`src/rtl/inst_loader_encoder_pkg.sv`:
```
// Shared instruction-format constants, record kinds and loader state encodings.
// The opcode and field ranges match the ones the instruction decoder uses, so
// words built here decode back to the intended control path.
package inst_loader_encoder_pkg;

   // Primary opcodes
   localparam logic [5:0] OP_R    = 6'b000000;
   localparam logic [5:0] OP_ADDI = 6'b001000;
   localparam logic [5:0] OP_LW   = 6'b100011;
   localparam logic [5:0] OP_SW   = 6'b101011;
   localparam logic [5:0] OP_J    = 6'b000010;

   // R-type function code for add
   localparam logic [5:0] R_ADD_FUNCT = 6'b100000;

   // Instruction field bit ranges
   localparam int I_OP_HI     = 31;
   localparam int I_OP_LO     = 26;
   localparam int I_RS_HI     = 25;
   localparam int I_RS_LO     = 21;
   localparam int I_RT_HI     = 20;
   localparam int I_RT_LO     = 16;
   localparam int I_RD_HI     = 15;
   localparam int I_RD_LO     = 11;
   localparam int I_SHAMT_HI  = 10;
   localparam int I_SHAMT_LO  = 6;
   localparam int I_FUNCT_HI  = 5;
   localparam int I_FUNCT_LO  = 0;
   localparam int I_IMM_HI    = 15;
   localparam int I_IMM_LO    = 0;
   localparam int I_TARGET_HI = 25;
   localparam int I_TARGET_LO = 0;

   // Symbolic record kinds; encodings 5..7 are illegal
   typedef enum logic [2:0] {
      KIND_ADD  = 3'd0,
      KIND_ADDI = 3'd1,
      KIND_LW   = 3'd2,
      KIND_SW   = 3'd3,
      KIND_J    = 3'd4
   } kind_e;

   // Loader session states
   typedef enum logic [1:0] {
      ST_IDLE  = 2'd0,
      ST_LOAD  = 2'd1,
      ST_FLUSH = 2'd2,
      ST_DONE  = 2'd3
   } state_e;

   // Builds an I-type word: opcode, base/source register, target register, immediate
   function automatic logic [31:0] pack_itype(input logic [5:0]  op,
                                              input logic [4:0]  rs,
                                              input logic [4:0]  rt,
                                              input logic [15:0] imm);
      logic [31:0] w;
      w = '0;
      w[I_OP_HI:I_OP_LO]   = op;
      w[I_RS_HI:I_RS_LO]   = rs;
      w[I_RT_HI:I_RT_LO]   = rt;
      w[I_IMM_HI:I_IMM_LO] = imm;
      return w;
   endfunction

endpackage

```
`src/rtl/inst_field_pack.sv`:
```
// Combinational encoder from a symbolic record (kind plus fields) to a 32-bit
// instruction word. Fields a kind does not use are dropped and emitted as 0.
module inst_field_pack
   import inst_loader_encoder_pkg::*;
(
   input  logic [2:0]  kind,
   input  logic [4:0]  rs,
   input  logic [4:0]  rt,
   input  logic [4:0]  rd,
   input  logic [15:0] imm,
   input  logic [25:0] target,
   output logic [31:0] word,
   output logic        illegal
);

   // Select the format for the kind and place each field at its bit range
   always_comb begin
      word    = '0;
      illegal = 1'b0;
      case (kind)
         KIND_ADD: begin
            word[I_OP_HI:I_OP_LO]       = OP_R;
            word[I_RS_HI:I_RS_LO]       = rs;
            word[I_RT_HI:I_RT_LO]       = rt;
            word[I_RD_HI:I_RD_LO]       = rd;
            word[I_SHAMT_HI:I_SHAMT_LO] = 5'd0;
            word[I_FUNCT_HI:I_FUNCT_LO] = R_ADD_FUNCT;
         end
         KIND_ADDI: word = pack_itype(OP_ADDI, rs, rt, imm);
         KIND_LW:   word = pack_itype(OP_LW, rs, rt, imm);
         KIND_SW:   word = pack_itype(OP_SW, rs, rt, imm);
         KIND_J: begin
            word[I_OP_HI:I_OP_LO]         = OP_J;
            word[I_TARGET_HI:I_TARGET_LO] = target;
         end
         default: illegal = 1'b1;
      endcase
   end

endmodule

```
`src/rtl/inst_loader_encoder.sv`:
```
// Program loader: accepts symbolic instruction records, encodes them through a
// one-entry stage register and writes the words to consecutive imem addresses
// starting at BASE_ADDR. Overflow and illegal kinds raise a sticky err flag.
module inst_loader_encoder
   import inst_loader_encoder_pkg::*;
#(
   parameter int ADDR_W    = 8,
   parameter int BASE_ADDR = 0
)
(
   input  logic              clk,
   input  logic              rst_n,
   input  logic              start,
   input  logic              in_valid,
   output logic              in_ready,
   input  logic [2:0]        in_kind,
   input  logic [4:0]        in_rs,
   input  logic [4:0]        in_rt,
   input  logic [4:0]        in_rd,
   input  logic [15:0]       in_imm,
   input  logic [25:0]       in_target,
   input  logic              in_last,
   output logic              imem_we,
   output logic [ADDR_W-1:0] imem_addr,
   output logic [31:0]       imem_wdata,
   output logic              busy,
   output logic              done,
   output logic              err,
   output logic [ADDR_W:0]   count
);

   // Words that fit between BASE_ADDR and the top of imem
   localparam int              CAP_INT = (1 << ADDR_W) - BASE_ADDR;
   localparam logic [ADDR_W:0] CAP     = CAP_INT[ADDR_W:0];
   localparam logic [ADDR_W-1:0] BASE  = BASE_ADDR[ADDR_W-1:0];

   state_e              state;
   state_e              state_nxt;
   logic [ADDR_W-1:0]   addr;
   logic [ADDR_W:0]     occupancy;
   logic                full;
   logic                err_set;
   logic                session_start;

   logic [31:0]         pack_word_p0;
   logic                pack_illegal_p0;
   logic                accept_p0;
   logic                vld_p0;

   logic [31:0]         stage_word_p1;
   logic                stage_vld_p1;

   inst_field_pack u_pack (
      .kind    (in_kind),
      .rs      (in_rs),
      .rt      (in_rt),
      .rd      (in_rd),
      .imm     (in_imm),
      .target  (in_target),
      .word    (pack_word_p0),
      .illegal (pack_illegal_p0)
   );

   // Words already written plus the one waiting in the stage; at CAP nothing more fits
   always_comb begin
      occupancy = count + {{ADDR_W{1'b0}}, stage_vld_p1};
      full      = (occupancy == CAP);
   end

   // Next-state logic, record handshake and error detection
   always_comb begin
      state_nxt     = state;
      in_ready      = 1'b0;
      err_set       = 1'b0;
      session_start = 1'b0;
      case (state)
         ST_IDLE: begin
            if (start) begin
               state_nxt     = ST_LOAD;
               session_start = 1'b1;
            end
         end
         ST_LOAD: begin
            in_ready = !full;
            if (full) begin
               // Ran out of room before the last record arrived
               err_set   = 1'b1;
               state_nxt = ST_FLUSH;
            end else if (in_valid) begin
               if (pack_illegal_p0) err_set = 1'b1;
               if (in_last) state_nxt = ST_FLUSH;
            end
         end
         ST_FLUSH: state_nxt = ST_DONE;
         ST_DONE:  state_nxt = ST_IDLE;
         default:  state_nxt = ST_IDLE;
      endcase
      accept_p0 = in_valid && in_ready;
      vld_p0    = accept_p0 && !pack_illegal_p0;
   end

   // Session state register
   always_ff @(posedge clk or negedge rst_n) begin
      if (!rst_n) state <= ST_IDLE;
      else        state <= state_nxt;
   end

   // Stage p0 -> p1: stage occupancy, write pointer, word count and sticky error
   always_ff @(posedge clk or negedge rst_n) begin
      if (!rst_n) begin
         stage_vld_p1 <= 1'b0;
         addr         <= BASE;
         count        <= '0;
         err          <= 1'b0;
      end else begin
         stage_vld_p1 <= vld_p0;
         if (session_start) begin
            addr  <= BASE;
            count <= '0;
            err   <= 1'b0;
         end else begin
            if (stage_vld_p1) begin
               count <= count + 1'b1;
               // Hold at the top address; full blocks any write beyond it
               if (addr != {ADDR_W{1'b1}}) addr <= addr + 1'b1;
            end
            if (err_set) err <= 1'b1;
         end
      end
   end

   // Stage p0 -> p1 data: encoded word captured on a legal accept
   always_ff @(posedge clk) begin
      if (vld_p0) stage_word_p1 <= pack_word_p0;
   end

   // Stage p1: the pending word is written during the cycle after its accept
   always_comb begin
      imem_we    = stage_vld_p1;
      imem_addr  = stage_vld_p1 ? addr : '0;
      imem_wdata = stage_vld_p1 ? stage_word_p1 : 32'h0;
      busy       = (state == ST_LOAD) || (state == ST_FLUSH);
      done       = (state == ST_DONE);
   end

endmodule

```
`config.mk`:
```
export PLATFORM = sky130hd
export DESIGN_NAME = inst_loader_encoder
export DESIGN_NICKNAME = d
export VERILOG_FILES = /design/src/rtl/inst_loader_encoder_pkg.sv /design/src/rtl/inst_field_pack.sv /design/src/rtl/inst_loader_encoder.sv
export SDC_FILE = /design/constraint.sdc
export NUM_CORES = 1
export LEC_CHECK = 0
export ABC_AREA = 1
export CAP_MARGIN = 40
export CORE_MARGIN = 3
export CORE_UTILIZATION = 43
export CTS_BUF_LIST = sky130_fd_sc_hd__clkbuf_16
export DETAILED_ROUTE_END_ITERATION = 10
export GPL_TIMING_DRIVEN = 0
export PLACE_DENSITY = 0.88
export SYNTH_ARGS = -nofsm -noshare
export SYNTH_HDL_FRONTEND = slang
export SYNTH_SLANG_ARGS = --single-unit
```
`constraint.sdc`:
```
create_clock -name clk -period 3.7 [get_ports clk]
set_input_delay 0.74 -clock clk [delete_from_list [all_inputs] [get_ports clk]]
set_output_delay 0.74 -clock clk [all_outputs]
set_load 0.01 [all_outputs]
```
==> results.json <==
{
  "grt_overflow": 0,
  "synth_most_common_cell": "nand2_1",
  "die-height_um": 88.0,
  "synth-edff-count": 29,
  "firstDrtPassIters": 4,
  "syn_inst": 356,
  "synthArstFlopShare": 0.420,
  "ys_warn_count": 0,
  "final_cells": 560,
  "path_cells": "ha_1, ha_1, nand3_1, inv_1, nand2_1, nand2_1, nand2_1, nor2_1, nand3_2, nand2_1, inv_1, clkdlybuf4s50_1",
  "drtIter0Drc": 146,
  "seq_area_um2": 1400,
  "synth_top_area_share": 0.301,
  "htreeDepth": 2,
  "worstHoldStart": "count[8]",
  "n_fill_cell": 502,
  "grt_pass1_vias": 2773,
  "core-area_um2": 6420,
  "clockRootBuffer": "clkbuf_16",
  "ys_ff_latch": 50,
  "initial_utilization": 0.450,
  "ys.flop_type": "edfxtp_1",
  "vias_per_cell": 5.01,
  "cts_sinks": 50,
  "fmax_mhz": 312,
  "slowest_stage": "clkdlybuf4s50_1",
  "hpwl_mm": 6.50,
  "worstPathArrival_ns": 2.47,
  "ys_seq_area_frac": 0.483,
  "drtAntennaViolNets": 0,
  "reg2reg_depth": 13,
  "final_nets": 556,
  "period_share": 0.868,
  "antenna_found_initial": 0,
  "worstSetupPathType": "reg -> out",
  "critPathMaxFanout": 6,
  "row_count": 29,
  "power.total_w": 0.00197,
  "ctsHoldBuffers": 0,
  "grt_max_degree": 17,
  "peakVddDrop_uv": 340,
  "area_growth_pct": 50.5,
  "drc": 0,
  "yosysTopAreaCell": "edfxtp_1",
  "synth_top_cells_by_count": "nand2_1 (101), inv_1 (68), edfxtp_1 (29), nor2_1 (23), dfrtp_1 (21)",
  "status": "finished clean",
  "n_antenna_cell": 0,
  "dp.cells": 552,
  "drive_above_1_share": 0.0745,
  "max_slew_margin": 0.434,
  "min_to": "count[8]",
  "maxSlewViolCount": 0,
  "vias": 2804,
  "yosysUniqueCellTypes": 31,
  "drt-total-wl_mm": 8.07,
  "hold_path_class": "reg -> reg",
  "leakage_nw": 2.03,
  "syn_area_um2": 2890,
  "portBuffers": 116,
  "die-area_um2": 7750,
  "finClkSkew_ns": 0.00845,
  "pwr_density_cell_nw_per_um2": 452,
  "fin_crit_ns": 3.21,
  "synthTopCellsByArea": "edfxtp_1 (30%), dfrtp_1 (18%), nand2_1 (13%)",
  "r2r_setup_slack_ns": 0.80,
  "place_ws_ns": 0.770,
  "globalplace.congestion": 0.906,
  "cpMostUsedCell": "nand2_1",
  "avgSynthCellArea_um2": 8.13,
  "die_w_um": 88.0,
  "rsz0062_at_grt": "no",
  "max-clock-path-buffers": 2,
  "multiInputGateArea_um2": 1170,
  "tightestPinTransition_ns": 0.848,
  "setup_tns_ns": 0,
  "cts_resized": 0,
  "cp.required_ns": 2.96,
  "cts_setup_buffers": 0,
  "stdcell_area_um2": 4350,
  "cpPeakStageDelay_ns": 0.48,
  "boundaryPins": 119,
  "start_kind": "register",
  "numCtsBuffers": 5,
  "worst_r2r_endpoint": "stage_word_p1[13]",
  "grt_first_pass_wirelength_mm": 13.0,
  "endpoint_kind": "output pin",
  "r2r_start": "count[0]",
  "maxCapViolations": 0,
  "finalSetupViolCount": 0,
  "clkTransAtPathRegs_ns": 0.07,
  "timing.final.hold_violations": 0,
  "gr-usage-all-layers": 0.215,
  "wl_per_cell_um": 14.4,
  "setup_ws_ns": 0.490,
  "hold_depth": 1,
  "placed_area_um2": 4190,
  "clk_latency_ns": 0.29,
  "cts_tree": "yes"
}
## where the power goes
part / leakage, nW / internal [W] / total (W) / switching, W
Combinational: 1.39 / 0.000337 / 0.000699 / 0.000362
Sequential: 0.552 / 0.000687 / 0.000751 / 0.0000635
Clock: 0.0812 / 0.000317 / 0.000517 / 0.000200
## cell usage in the layout (no fill, tap or decap)
cell,count
nand2_2,5
o21ai_2,1
inv_2,1
clkinvlp_4,1
o21a_1,2
a31oi_1,1
inv_1,69
nand4_1,2
nor3_1,7
nand3_1,16
nor2_4,1
ha_1,9
o21ai_0,9
conb_1,2
clkbuf_1,7
clkbuf_16,5
dfrtp_1,21
buf_8,2
nand2_1,101
buf_2,3
a21oi_1,10
o21ai_1,1
bufinv_16,1
nor2_1,22
buf_4,3
nor4_1,1
a21oi_2,1
edfxtp_1,29
buf_6,1
clkdlybuf4s50_1,116
o31ai_1,1
xor2_1,1
nand3_2,3
or2_2,2
nor2_2,6
a22o_1,20
## how the worst max path moves through the flow
stage                                   end      from  slack, ns
final                              in_ready  count[0]       0.49
after global routing               in_ready  count[0]       0.31
after CTS                          in_ready  count[0]       0.48
after detailed placement  stage_word_p1[14]  count[0]       0.77
after global placement    stage_word_p1[13]  count[0]      -0.12
after floorplan            stage_word_p1[0]  count[0]       0.45
## logic make-up after synthesis
logic type	share of synthesized area
AO/OA/AOI/OAI	0.111
flip-flops	0.483
adder cells (fa/ha/maj)	0.0389
other	0.00130
XOR/XNOR	0.00303
AND/OR/NAND/NOR	0.247
buffers and inverters	0.115
## metal layers
metal  wire length [um]  track usage
met1               2940        0.236
met2               4160        0.393
met3                886       0.0856
met4                 87       0.0467
met5                  0            0
## through the flow
step,hold slack (ns),util
final,0.529,0.678
after global routing,0.567,0.678
after CTS,0.522,0.678
after detailed placement,0.512,0.652
after global placement,0.501,0.647
after floorplan,0.444,-
## final cells by class
cell class	count	area share
clock buffers	5	0.0287
well taps	77	0.0221
inverters	69	0.0595
clock inverters	3	0.00949
flip-flops and latches	50	0.321
repair buffers	118	0.274
multi-input cells	224	0.268
plain buffers	14	0.0172
## sequential cells by signal, indices dropped and copies added (netlist names)
| register | flops |
|---|---|
| addr | 8 |
| stage_word_p1 | 29 |
| err | 1 |
| count | 9 |
| imem_we | 1 |
| state | 2 |
## critical path: cells and delay by family, from the launching register on
kind | cells | cell delay (ns)
DFF | 1 | 0.43
adders and majority gates | 2 | 0.49
and+or+nand+nor | 7 | 0.60
buffers and inverters | 3 | 0.67
Note: power is estimated with default switching activity, not from simulation.
==> patch 1, RTL diff (config.mk and constraints unchanged) <==
Put one more register stage on the output `count`, cleared by the reset. The value now appears one clock later. The other outputs are not delayed to match.
--- a/src/rtl/inst_loader_encoder.sv
+++ b/src/rtl/inst_loader_encoder.sv
@@ -36,2 +36,4 @@
 
+   logic [ADDR_W:0] count_s0;
+
    state_e              state;
@@ -65,3 +67,3 @@
    always_comb begin
-      occupancy = count + {{ADDR_W{1'b0}}, stage_vld_p1};
+      occupancy = count_s0 + {{ADDR_W{1'b0}}, stage_vld_p1};
       full      = (occupancy == CAP);
@@ -112,3 +114,3 @@
          addr         <= BASE;
-         count        <= '0;
+         count_s0     <= '0;
          err          <= 1'b0;
@@ -118,3 +120,3 @@
             addr  <= BASE;
-            count <= '0;
+            count_s0 <= '0;
             err   <= 1'b0;
@@ -122,3 +124,3 @@
             if (stage_vld_p1) begin
-               count <= count + 1'b1;
+               count_s0 <= count_s0 + 1'b1;
                // Hold at the top address; full blocks any write beyond it
@@ -145,2 +147,10 @@
 
+   always_ff @(posedge clk or negedge rst_n) begin
+      if (!rst_n) begin
+         count <= '0;
+      end else begin
+         count <= count_s0;
+      end
+   end
+
 endmodule
Formal check against the unedited RTL: not equivalent (Yosys sat finds a counterexample within 4 cycles, from zero or initial values and one cycle with rst_n low).
==> patch 1 against the original RTL <==
Design area rose by 8.2%. Clock power rose by 50%. Synthesized cell count rose by 1.4%. Power rose by 19%. Sequential share of layout area rose by 2.4 points. Wire length rose by 4.6%. Count of clock-buffer cells in the layout rose by 4. Non-clock buffer count fell by 1. Sequential cell count rose by 9. Worst setup slack got worse by 0.0051 ns. Synthesized area rose by 7.1%. Core utilization rose by 0.39 points. Highest routed layer unchanged. Final cell count rose by 5.7%.
==> patch 1: results (changes against the original RTL) <==
[run_status]
outcome = completed  ; unchanged

[logic_synthesis]
synth_cells = 361  ; was 356
yosysUniqueCellTypes = 29  ; was 31
ys_seq_area_share_pct = 52.3  ; was 48.3%
async_flop_share_pct = 50.8  ; was 42.0%
synth-main-ff-cell = dfrtp_1  ; was edfxtp_1
netlist_top_cells_count = nand2_1 (98), inv_1 (63), dfrtp_1 (30), edfxtp_1 (29), nor2_1 (23)  ; was nand2_1 (101), inv_1 (68), edfxtp_1 (29), nor2_1 (23), dfrtp_1 (21)
synth.ff_latch_count = 59  ; was 50

[finish]
nNetsFinal = 565  ; was 556
multi_input_gates = 223  ; was 224
clk_share_pct = 5.93  ; was 3.82%
largestRegisters = stage_word_p1 x29, count x9, count_s0 x9  ; was stage_word_p1 x29, count x9, addr x8
buffers_excl_clock = 131  ; was 132
nonClkBufAreaFrac_pct = 26.9  ; was 29.1%
utilization_pct = 68.2  ; was 67.8%
fillers = 518  ; was 502
inverters = 67  ; was 69
areaGrowthSynthToFinish_pct = 51.9  ; was 50.5%
seq_share_pct = 34.4  ; was 32.1%

[critical_path]
r2r-end = stage_word_p1[0]$_DFFE_PP_  ; was stage_word_p1[13]$_DFFE_PP_
r2r-start = count_s0[0]$_DFFE_PN0P_  ; was count[0]$_DFFE_PN0P_
crit_family = simple AND/OR/NAND/NOR gates  ; was buffers and inverters
reg2reg_setup_slack_ns = 0.84  ; was 0.80 ns

[worst_hold_path]
min_from = count_s0[8]$_DFFE_PN0P_  ; was count[8]$_DFFE_PN0P_
hold_depth = 0  ; was 1

[timing]
max-slew-margin-rel_pct = 40.1  ; was 43.4%
whs_ns = 0.445  ; was 0.529 ns
post-route-worst-setup-slack_ns = 0.485  ; was 0.490 ns
skew_ns = 0.0102  ; was 0.00845 ns

[cts]
htree_levels = 3  ; was 2
clk_pin_slew_worst_paths_ns = 0.05  ; was 0.07 ns
numCtsBuffers = 9  ; was 5

[power]
seq-power_uw = 878  ; was 751 uW
total_power_mw = 2.35  ; was 1.97 mW
p_leak_nw = 2.25  ; was 2.03 nW
powerDensity_nw_per_um2 = 499  ; was 452 nW/um2
vdd_drop_max_mv = 0.282  ; was 0.340 mV
combPwrFrac_pct = 29.6  ; was 35.6%

[global_routing]
grtUsageTotal_pct = 21.3  ; was 21.5%
grt_pass1_wl_mm = 13.9  ; was 13.0 mm

[place]
dpl.hpwl_mm = 6.49  ; was 6.50 mm
place_area_um2 = 4430  ; was 4190 um2
pre_cts_slack_ns = 0.837  ; was 0.770 ns
gp_congestion = 0.876  ; was 0.906
placedCellCount = 576  ; was 552

[detailed_routing]
vias = 2901  ; was 2,804
routed_wl_mm = 8.44  ; was 8.07 mm

[patch 1: cell count changes in the layout (fill, tap and decap cells not counted), moves of 2 or more]
cell and change:
clkbuf_16 +4, inv_1 -4, nor3_1 -4, o21a_1 -2, nor2_2 +2, dfrtp_1 +9, inv_2 +4, clkinv_1 +2
nand2_1 -3, nand3_1 +5, nor3_2 +2, nand2_2 +2
[patch 1: logic make-up after synthesis]
kind of cell | Yosys count | synth area share (%)
AOI/OAI and AO/OA | 42 | 9.49
xor gates and xnor gates | 1 | 0.283
adders and majority gates | 9 | 3.63
buffers and inverters | 80 | 10.1
DFF | 59 | 52.3
other | 1 | 0.121
and+or+nand+nor | 169 | 24.0
[patch 1: layer usage]
layer / part of all wire (%) / GRT usage, % / vias to the layer above / wire length (um)
met5: 0 / 0 / - / 0
li1: - / - / 1409 / -
met3: 10 / 8.17 / 18 / 884
met1: 36 / 22.0 / 1347 / 3020
met4: 2.6 / 10.2 / 0 / 223
met2: 51 / 37.9 / 127 / 4310
==> patch 2, RTL diff (same settings) <==
Made on the original files. Re-encode `state_e` (4 states) as one-hot, 4 bits wide.
--- a/src/rtl/inst_loader_encoder_pkg.sv
+++ b/src/rtl/inst_loader_encoder_pkg.sv
@@ -43,7 +43,7 @@
    // Loader session states
-   typedef enum logic [1:0] {
-      ST_IDLE  = 2'd0,
-      ST_LOAD  = 2'd1,
-      ST_FLUSH = 2'd2,
-      ST_DONE  = 2'd3
+   typedef enum logic [3:0] {
+      ST_IDLE  = 4'b0001,
+      ST_LOAD  = 4'b0010,
+      ST_FLUSH = 4'b0100,
+      ST_DONE  = 4'b1000
    } state_e;
Formal check against the unedited RTL: same outputs for any inputs over 10 cycles, from zero or initial values and one cycle with rst_n low; not proved beyond that.
==> patch 2 against the original RTL <==
Design area grew 1.2%. Sequential share of layout area is 0.77 points higher. Sequential cell count rose by 2. Synthesized area increased by 1.8%. Power fell by 11%. Wire length shrank 5.4%. Worst setup slack improved by 0.038 ns. Clock skew about the same. Clock power is essentially flat. Largest cell class unchanged.
==> patch 2: results (changes against the original RTL) <==
[power]
p_leak_nw = 2.09  ; was 2.03 nW
vdd_drop_max_mv = 0.276  ; was 0.340 mV
p_int_mw = 1.25  ; was 1.34 mW

[place]
place_area_um2 = 4240  ; was 4190 um2
gp_congestion = 0.838  ; was 0.906
pre_cts_slack_ns = 0.826  ; was 0.770 ns
dpl.hpwl_mm = 6.17  ; was 6.50 mm

[critical_path]
crit_fanout = 10  ; was 6
reg2reg_setup_slack_ns = 1.00  ; was 0.80 ns
r2r-end = stage_word_p1[2]$_DFFE_PP_  ; was stage_word_p1[13]$_DFFE_PP_
slowest_delay_ns = 0.52  ; was 0.48 ns

[detailed_routing]
firstDrtPassIters = 4  ; unchanged
wl_met1_mm = 2.97  ; was 2.94 mm
dr_wl_met2_mm = 3.91  ; was 4.16 mm
vias = 2812  ; was 2,804
dr_wl_met3_um = 660  ; was 886 um
routed_wl_mm = 7.64  ; was 8.07 mm
drt_first_iter_violations = 150  ; was 146

[finish]
drive_gt1_share_pct = 10.8  ; was 7.45%
clk_share_pct = 3.80  ; was 3.82%
multi_input_gates = 221  ; was 224
inverters = 70  ; was 69
areaGrowthSynthToFinish_pct = 49.6  ; was 50.5%
multi_input_area_share_pct = 26.4  ; was 26.8%
fillers = 509  ; was 502
seq_area_um2 = 1450  ; was 1400 um2
nNetsFinal = 551  ; was 556
nonClkBufAreaFrac_pct = 28.8  ; was 29.1%

[cts]
cts_setup_buffers = 0  ; unchanged
htree_levels = 2  ; unchanged
clkSinkCount = 52  ; was 50
clockBufferDepth = 2  ; unchanged

[timing]
skew_ns = 0.00811  ; was 0.00845 ns
min_period_ns = 3.17  ; was 3.21 ns
max-slew-margin-rel_pct = 53.7  ; was 43.4%

[global_routing]
grt_use_met1_pct = 23.9  ; was 23.6%
grt_util_met2_pct = 35.8  ; was 39.3%
antenna_found_initial = 0  ; unchanged
grtUsageTotal_pct = 20.4  ; was 21.5%
grt_start_max_net_pins = 19  ; was 17
grt_pass1_wl_mm = 12.5  ; was 13.0 mm
use_met3_pct = 6.80  ; was 8.56%
grt_pass1_vias = 2732  ; was 2,773

[run_status]
outcome = completed  ; unchanged

[logic_synthesis]
ys_seq_area_share_pct = 49.2  ; was 48.3%
synth_edf_count = 29  ; unchanged
async_flop_share_pct = 44.2  ; was 42.0%
yosysUniqueCellTypes = 35  ; was 31
synth_area_um2 = 2950  ; was 2890 um2
synth-main-ff-cell = edfxtp_1  ; unchanged
netlist_top_cells_area = edfxtp_1 (30%), dfrtp_1 (19%), nand2_1 (12%)  ; was edfxtp_1 (30%), dfrtp_1 (18%), nand2_1 (13%)
netlist_top_cells_count = nand2_1 (95), inv_1 (62), edfxtp_1 (29), dfrtp_1 (22), nor2_1 (22)  ; was nand2_1 (101), inv_1 (68), edfxtp_1 (29), nor2_1 (23), dfrtp_1 (21)
yosysWarningCount = 0  ; unchanged

[worst_hold_path]
hold_class = reg -> reg  ; unchanged
hold_end = state[3]$_DFFE_PN0P_  ; was count[8]$_DFFE_PN0P_
min_from = state[3]$_DFFE_PN0P_  ; was count[8]$_DFFE_PN0P_

==> patch 2: cell count changes after synthesis, moves of 5 or more <==
| cell | delta |
|---|---|
| ha_1 | -5 |
| inv_2 | +7 |
| nand2_1 | -6 |
| o21ai_0 | -6 |
| nand3_1 | +5 |
| inv_1 | -6 |
==> patch 2: how the worst max path moves through the flow <==
stage                               startpoint                    endpoint  cells after the start
final                        imem_we$_DFF_PN0_              imem_wdata[31]                      7
after global routing         imem_we$_DFF_PN0_              imem_wdata[31]                      7
after CTS                    imem_we$_DFF_PN0_              imem_wdata[31]                      7
after detailed placement     imem_we$_DFF_PN0_              imem_wdata[31]                      7
after global placement              in_kind[2]  stage_word_p1[7]$_DFFE_PP_                      4
after floorplan           count[0]$_DFFE_PN0P_  stage_word_p1[0]$_DFFE_PP_                     13
==> patch 2: logic make-up after synthesis <==
logic type | synth area share [%]
xor+xnor | 0.297
simple gates | 26.6
fa+ha+maj | 1.70
flops | 49.2
buf+inv | 11.5
other cells | 0.127
compound gates | 10.7
==> patch 2: power groups by stage <==
| stage | clock network (mW) | logic (mW) | registers, mW |
|---|---|---|---|
| 2_1_floorplan | 0 | 0.288 | 0.738 |
| 3_3_place_gp | 0 | 0.492 | 0.740 |
| 3_5_place_dp | 0 | 0.514 | 0.741 |
| 4_1_cts | 0.531 | 0.516 | 0.730 |
| 5_1_grt | 0.553 | 0.570 | 0.737 |
| 6_report | 0.517 | 0.513 | 0.730 |
==> patch 2: metrics by stage <==
stage                     power, mW  cells  hold slack, ns
after detailed placement       1.25    552           0.452
after global routing           1.86    560           0.492
after global placement         1.23    550           0.451
after CTS                      1.78    560           0.463
after floorplan                1.03    357           0.437
final                          1.76    560           0.460
